<file path="src/rtl/alu_muldiv_seq_pkg.sv">
// Shared op-code and FSM encodings for the EX-stage ALU; the ID-stage decoder
// imports the same package so both sides agree on op_i values.
package alu_muldiv_seq_pkg;

   localparam int OP_W = 4;

   localparam logic [OP_W-1:0] ALU_AND  = 4'd0;
   localparam logic [OP_W-1:0] ALU_OR   = 4'd1;
   localparam logic [OP_W-1:0] ALU_XOR  = 4'd2;
   localparam logic [OP_W-1:0] ALU_ADD  = 4'd3;
   localparam logic [OP_W-1:0] ALU_SUB  = 4'd4;
   localparam logic [OP_W-1:0] ALU_SLL  = 4'd5;
   localparam logic [OP_W-1:0] ALU_SRL  = 4'd6;
   localparam logic [OP_W-1:0] ALU_SRA  = 4'd7;
   localparam logic [OP_W-1:0] ALU_SLT  = 4'd8;
   localparam logic [OP_W-1:0] ALU_SLTU = 4'd9;
   localparam logic [OP_W-1:0] ALU_MUL  = 4'd10;
   localparam logic [OP_W-1:0] ALU_DIV  = 4'd11;
   localparam logic [OP_W-1:0] ALU_REM  = 4'd12;

   localparam logic [1:0] ST_IDLE = 2'd0;
   localparam logic [1:0] ST_BUSY = 2'd1;
   localparam logic [1:0] ST_DONE = 2'd2;

   typedef enum logic [1:0] {
      MD_MUL,
      MD_DIV,
      MD_REM
   } md_op_e;

   function automatic logic is_muldiv(input logic [OP_W-1:0] op);
      return (op == ALU_MUL) || (op == ALU_DIV) || (op == ALU_REM);
   endfunction

   function automatic md_op_e to_md(input logic [OP_W-1:0] op);
      case (op)
         ALU_DIV: return MD_DIV;
         ALU_REM: return MD_REM;
         default: return MD_MUL;
      endcase
   endfunction

endpackage

</file>
<file path="src/rtl/alu_iter_muldiv.sv">
// Iterative unsigned multiply (shift-add) / restoring divide on operand
// magnitudes; one step per cycle for XLEN cycles after start_i.
module alu_iter_muldiv #(
   parameter int XLEN = 32
) (
   input  logic            clk_i,
   input  logic            rst_i,
   input  logic            flush_i,
   input  logic            start_i,
   input  logic            mul_i,
   input  logic [XLEN-1:0] mag_a_i,
   input  logic [XLEN-1:0] mag_b_i,
   output logic            done_o,
   output logic [XLEN-1:0] prod_rem_o,
   output logic [XLEN-1:0] quo_o
);

   localparam int CNT_W = $clog2(XLEN) + 1;

   logic [CNT_W-1:0] cnt_q, cnt_d;
   logic [XLEN-1:0]  acc_q, acc_d;   // product accumulator / partial remainder
   logic [XLEN-1:0]  sh_q, sh_d;     // multiplier / dividend-becoming-quotient
   logic [XLEN-1:0]  m_q, m_d;       // multiplicand / divisor
   logic             mul_q, mul_d;
   logic [XLEN:0]    rem_sh, diff;

   // NOTE: every signal assigned below gets a default first, so no path leaves it unassigned and no latch is inferred.
   always_comb begin
      cnt_d  = cnt_q;
      acc_d  = acc_q;
      sh_d   = sh_q;
      m_d    = m_q;
      mul_d  = mul_q;
      rem_sh = {acc_q, sh_q[XLEN-1]};
      diff   = rem_sh - {1'b0, m_q};
      if (start_i) begin
         cnt_d = CNT_W'(XLEN);
         acc_d = '0;
         sh_d  = mul_i ? mag_b_i : mag_a_i;
         m_d   = mul_i ? mag_a_i : mag_b_i;
         mul_d = mul_i;
      end else if (cnt_q != '0) begin
         cnt_d = cnt_q - CNT_W'(1);
         if (mul_q) begin
            if (sh_q[0]) acc_d = acc_q + m_q;
            m_d  = m_q << 1;
            sh_d = sh_q >> 1;
         end else if (!diff[XLEN]) begin
            acc_d = diff[XLEN-1:0];
            sh_d  = {sh_q[XLEN-2:0], 1'b1};
         end else begin
            acc_d = rem_sh[XLEN-1:0];
            sh_d  = {sh_q[XLEN-2:0], 1'b0};
         end
      end
      if (flush_i) cnt_d = '0;
   end

   // NOTE: sequential state uses non-blocking assignments so all registers update together from pre-edge values.
   always_ff @(posedge clk_i) begin
      if (rst_i) cnt_q <= '0;
      else       cnt_q <= cnt_d;
   end

   // NOTE: datapath registers are deliberately not reset; they are only consumed while the counter runs.
   always_ff @(posedge clk_i) begin
      acc_q <= acc_d;
      sh_q  <= sh_d;
      m_q   <= m_d;
      mul_q <= mul_d;
   end

   // The final step's result is offered combinationally so the top can register it on the same edge.
   assign done_o     = (cnt_q == CNT_W'(1));
   assign prod_rem_o = acc_d;
   assign quo_o      = sh_d;

endmodule

</file>
<file path="src/rtl/alu_muldiv_seq.sv">
// EX-stage ALU: single-cycle ops and divide fast paths registered in one cycle,
// MUL/DIV/REM via the iterative unit with a fixed XLEN-cycle BUSY phase.
module alu_muldiv_seq
   import alu_muldiv_seq_pkg::*;
#(
   parameter int XLEN   = 32,
   parameter int CTRL_W = OP_W
) (
   input  logic              clk_i,
   input  logic              rst_i,
   input  logic              valid_i,
   output logic              ready_o,
   input  logic              flush_i,
   input  logic [CTRL_W-1:0] op_i,
   input  logic [XLEN-1:0]   data1_i,
   input  logic [XLEN-1:0]   data2_i,
   output logic              valid_o,
   output logic [XLEN-1:0]   data_o,
   output logic              busy_o
);

   localparam int SHAMT_W = $clog2(XLEN);
   localparam logic [XLEN-1:0] MIN_VAL = {1'b1, {(XLEN-1){1'b0}}};

   logic [1:0]      state_q, state_d;
   logic [XLEN-1:0] data_q, data_d;
   logic            valid_q, valid_d;
   md_op_e          md_q, md_d;
   logic            neg_q, neg_d;

   logic [SHAMT_W-1:0] shamt;
   logic               sign_a, sign_b;
   logic [XLEN-1:0]    mag_a, mag_b;
   logic               div_zero, div_ovf, fast, accept, start;
   logic [XLEN-1:0]    alu_res, iter_mag, iter_res;
   logic               iter_done;
   logic [XLEN-1:0]    iter_prod_rem, iter_quo;

   assign shamt    = data2_i[SHAMT_W-1:0];
   assign sign_a   = data1_i[XLEN-1];
   assign sign_b   = data2_i[XLEN-1];
   assign mag_a    = sign_a ? -data1_i : data1_i;
   assign mag_b    = sign_b ? -data2_i : data2_i;
   assign div_zero = (data2_i == '0);
   assign div_ovf  = (data1_i == MIN_VAL) && (data2_i == '1);
   assign fast     = ((op_i == ALU_DIV) || (op_i == ALU_REM)) && (div_zero || div_ovf);
   assign ready_o  = (state_q != ST_BUSY);
   assign busy_o   = (state_q == ST_BUSY);
   assign accept   = valid_i && ready_o && !flush_i;
   assign start    = accept && is_muldiv(op_i) && !fast;

   always_comb begin
      alu_res = '0;
      case (op_i)
         ALU_AND:  alu_res = data1_i & data2_i;
         ALU_OR:   alu_res = data1_i | data2_i;
         ALU_XOR:  alu_res = data1_i ^ data2_i;
         ALU_ADD:  alu_res = data1_i + data2_i;
         ALU_SUB:  alu_res = data1_i - data2_i;
         ALU_SLL:  alu_res = data1_i << shamt;
         ALU_SRL:  alu_res = data1_i >> shamt;
         ALU_SRA:  alu_res = XLEN'($signed(data1_i) >>> shamt);
         ALU_SLT:  alu_res = {{(XLEN-1){1'b0}}, $signed(data1_i) < $signed(data2_i)};
         ALU_SLTU: alu_res = {{(XLEN-1){1'b0}}, data1_i < data2_i};
         // Only reached on the divide fast paths: zero divisor or MIN / -1.
         ALU_DIV:  alu_res = div_zero ? '1 : MIN_VAL;
         ALU_REM:  alu_res = div_zero ? data1_i : '0;
         default:  alu_res = '0;
      endcase
   end

   alu_iter_muldiv #(.XLEN(XLEN)) u_iter (
      .clk_i      (clk_i),
      .rst_i      (rst_i),
      .flush_i    (flush_i),
      .start_i    (start),
      .mul_i      (op_i == ALU_MUL),
      .mag_a_i    (mag_a),
      .mag_b_i    (mag_b),
      .done_o     (iter_done),
      .prod_rem_o (iter_prod_rem),
      .quo_o      (iter_quo)
   );

   assign iter_mag = (md_q == MD_DIV) ? iter_quo : iter_prod_rem;
   assign iter_res = neg_q ? -iter_mag : iter_mag;

   always_comb begin
      state_d = state_q;
      data_d  = data_q;
      valid_d = 1'b0;
      md_d    = md_q;
      neg_d   = neg_q;
      if (flush_i) begin
         state_d = ST_IDLE;
      end else if (state_q == ST_BUSY) begin
         if (iter_done) begin
            state_d = ST_DONE;
            valid_d = 1'b1;
            data_d  = iter_res;
         end
      end else begin
         state_d = ST_IDLE;
         if (start) begin
            state_d = ST_BUSY;
            md_d    = to_md(op_i);
            // Remainder takes the dividend's sign; product and quotient take the xor.
            neg_d   = (op_i == ALU_REM) ? sign_a : (sign_a ^ sign_b);
         end else if (accept) begin
            valid_d = 1'b1;
            data_d  = alu_res;
         end
      end
   end

   always_ff @(posedge clk_i) begin
      if (rst_i) begin
         state_q <= ST_IDLE;
         data_q  <= '0;
         valid_q <= 1'b0;
         md_q    <= MD_MUL;
         neg_q   <= 1'b0;
      end else begin
         state_q <= state_d;
         data_q  <= data_d;
         valid_q <= valid_d;
         md_q    <= md_d;
         neg_q   <= neg_d;
      end
   end

   assign valid_o = valid_q;
   assign data_o  = data_q;

endmodule

</file>
<file path="config.mk">
export PLATFORM = sky130hd
export DESIGN_NAME = alu_muldiv_seq
export DESIGN_NICKNAME = d
export VERILOG_FILES = /design/src/rtl/alu_muldiv_seq_pkg.sv /design/src/rtl/alu_iter_muldiv.sv /design/src/rtl/alu_muldiv_seq.sv
export SDC_FILE = /design/constraint.sdc
export NUM_CORES = 1
export LEC_CHECK = 0
export ABC_AREA = 1
export BUFFER_PORTS_ARGS = -buffer_cell sky130_fd_sc_hd__buf_2
export CAP_MARGIN = 40
export CORE_MARGIN = 2
export CORE_UTILIZATION = 40
export DETAILED_ROUTE_END_ITERATION = 8
export HOLD_SLACK_MARGIN = 0.12
export PLACE_DENSITY = 0.6
export SLEW_MARGIN = 20
export SYNTH_ARGS = -nofsm -noshare
export SYNTH_HDL_FRONTEND = slang
export SYNTH_SLANG_ARGS = --single-unit
</file>
<file path="constraint.sdc">
create_clock -name clk_i -period 13.6 [get_ports clk_i]
set_input_delay 0.68 -clock clk_i [delete_from_list [all_inputs] [get_ports clk_i]]
set_output_delay 0.68 -clock clk_i [all_outputs]
set_load 0.1 [all_outputs]
</file>
==> results.txt <==
post-route clock period utilization: 41.83%
Post-Synth Adder-Cell Area: 8.894%
Finished Layout Cells: 5096
largest family of logic cells by synthesized area: simple AND/OR/NAND/NOR gates
clk sink count: 141
Synth Area in Compound Gates: 24.58%
maximum vdd drop: 462.0 uV
Initial Utilization: 40.41%
synth top area cells: nand2_1 19%, dfxtp_1 8.9%, ha_1 8.6%, o21ai_0 7.9%, a21oi_1 7.4%
Worst EP arrival: 6.12 ns
Die Area: 62980 um2
grt total ovfl: 0
vias in the first global route: 28820
Setup crit end kind: flip-flop
Reg2Reg Depth: 24
CTS tree: done
cell taking the most area after synthesis: nand2_1
fin area: 26080 um2
# IOs: 107
CP cell instances: inv_1, nor2_2, buf_4, inv_2, buf_4, nand2_1, nor2_1, a21boi_2, nand2_4, inv_4, buf_4, nand2_1, o21ai_2, nand2_1, nand2_2, ha_1, inv_1, nor2_2, nand3_2, nand2_2, nand2_1, nand2_1, nand3_1, a21oi_1
setup slack, reg-to-reg: 7.91 ns
Pwr per Cell Area: 222.4 nW/um2
HPWL Detailed: 112800 um
Final ANT Viol Nets: 0
biggest fanout along the worst timing path: 62
antenna violations before repair: 8
Worst Clk Skew: 0.02103 ns
Final Hold Viols: 0
RSZ-0062 raised after global routing: false
MaxCap Viol Count: 0
Post-synth top cells: 1217 x nand2_1, 463 x inv_1, 384 x o21ai_0
hold buffer count at cts: 0
status: completed
Core Box Area: 60360 um2
fmax: 0.1758 GHz
Max Transition Viols Final: 0
worst slew pin tran: 0.9508 ns
Seq cells post-synth: 141
Die Ht: 251.0 um
Worst setup SP type: flip-flop
Clock Latency Late Sink: 0.49 ns
Synth top area share: 18.73%
Slew HR: 36.51%
area delta synth->final: 6.909%
Mapped Nets: 4560
std cell rows: 90
Post-Synth XOR/XNOR Area: 2.944%
Avg WL per Cell: 27.11 um
Seq/Total Area, Yosys: 12.93%
worst setup path class: flip-flop to flip-flop
global-route wire length before repair: 198100 um
slowest CP cell: buf_4
crit-path max cell delay: 0.68 ns
Hold Crit Depth: 2
Syn Area/Cell: 5.651 um2
H-tree depth: 4
Final min period: 5.689 ns
1st-pass router iterations: 6
dominant cell by count in the synthesized netlist: nand2_1
final net count: 4540
total of fill cells in the finished design: 6898
Ys Warns: 0
share of synthesized registers carrying an async set or reset: 0%
Yosys cell types: 67
Post-Syn Area: 24390 um2
Synth Area in Simple Gates: 38.37%
Die Span X: 251.0 um
setup_tns: 0 ns
clk root buf: clkbuf_16
ys flop type: dfxtp_1
Post-CTS Resized: 0
CP required: 14.03 ns
most frequent CP cell: nand2_1
Placer Congestion: 1.093
number of port buffers: 106
Starting DRT DRC Count: 3834
Total GRT Usage: 42.82%
share of cells above drive strength 1: 9.002%
Worst R2R Start: state_q[0]
# placed instances: 5058
multiplexer share of the synthesized area: 0.6976%
placed cell areas: 25440 um2
Mapped Cells: 4317
Pleak: 12.47 nW
Bufs on Longest Clock Path: 2
worst r2r dst: data_o[26]
largest net degree at the start of global routing: 79
Worst-path clk slew: 0.08 ns
# setup viols final: 0
number of synthesized flops with an enable pin: 33
Setup Fix Bufs, Post-CTS: 0
total number of vias: 30810
cts bufs inserted: 17
# DRC: 0
final wirelength: 138200 um
min-delay worst type: flip-flop to flip-flop
Hold Crit Start: md_q[0]
Hold EP: md_q[0]
Vias/cell: 6.046
-- placed cells by master, fill, tap and decap left out, types with 33 or more instances in the layout --
cell / instances
nand2_1: 1215
inv_1: 462
o21ai_0: 383
nor2_1: 375
a21oi_1: 361
nand3_1: 294
ha_1: 167
dfxtp_1: 107
buf_2: 106
o211ai_1: 71
xor2_1: 60
nor3_1: 50
buf_4: 50
nand2_2: 49
nand4_1: 41
nor2_2: 34
edfxtp_1: 33
-- sequential cells by signal (all words and copies together), names as in the netlist --
name          cells
md_q              2
state_q           2
neg_q             1
u_iter.cnt_q      6
u_iter.m_q       32
data_o           32
u_iter.sh_q      32
u_iter.acc_q     32
valid_o           1
u_iter.mul_q      1
-- worst max path at each step --
stage	from	endpoint	slack (ns)	cells after the start
after floorplan	data2_i[1]	u_iter.m_q[0]	8.67	18
after global placement	data2_i[0]	data_o[26]	8.07	27
after detailed placement	data2_i[0]	data_o[26]	8.06	27
after CTS	state_q[0]	data_o[26]	8.07	24
after global routing	state_q[0]	data_o[22]	7.64	24
final	state_q[0]	data_o[26]	7.91	24
-- power by group --
part	internal [mW]	switching [mW]
clock	0.264	0.232
sequential	0.606	0.174
combinational	1.30	3.22
total	2.17	3.63
-- worst max-delay path, delay by kind of cell, from the launching register on --
kind                     cells  cell delay [ns]
AND/OR/NAND/NOR             13             2.29
adder cells (fa/ha/maj)      1             0.25
flip-flops                   1             0.31
buffers and inverters        7             2.09
AO/OA/AOI/OAI                3             0.56
-- layout make-up --
| cell class | instances | area (um2) | area share, % |
|---|---|---|---|
| repair buffers | 163 | 1011 | 3.877 |
| well taps | 782 | 978.4 | 3.752 |
| clock inverters | 14 | 145.1 | 0.5565 |
| clock buffers | 18 | 439.2 | 1.684 |
| flip-flops and latches | 141 | 3154 | 12.10 |
| multi-input cells | 3475 | 18470 | 70.81 |
| inverters | 499 | 1876 | 7.192 |
| diodes | 4 | 10.01 | 0.03838 |
-- cells by family (layout without fill, tap and decap cells) --
group                    Yosys count  count (layout)
multiplexers                      17              17
buffers and inverters            701             694
XOR/XNOR                          82              82
AND/OR/NAND/NOR                 2162            2162
adder cells (fa/ha/maj)          171             171
AO/OA/AOI/OAI                   1043            1043
flip-flops                       141             141
other                              0               4
-- per-layer routing --
metal | part of all wire (%) | GRT usage, % | vias to the layer above
li1 | - | - | 14370
met5 | 0.062 | 0 | -
met3 | 9.1 | 8.542 | 451
met2 | 43 | 66.83 | 1654
met1 | 40 | 53.38 | 14330
met4 | 7.7 | 28.81 | 12
-- stage by stage --
stage	hold WS [ns]	util [%]	setup slack (ns)	power, mW
floorplan	0.4292	-	8.671	3.888
global placement	0.4719	42.02	8.072	5.179
detailed placement	0.4730	42.16	8.059	5.179
CTS	0.4834	43.12	8.072	5.688
global route	0.5040	43.19	7.637	6.290
finish	0.4873	43.21	7.911	5.801
Power figures use the tool's default switching activity.
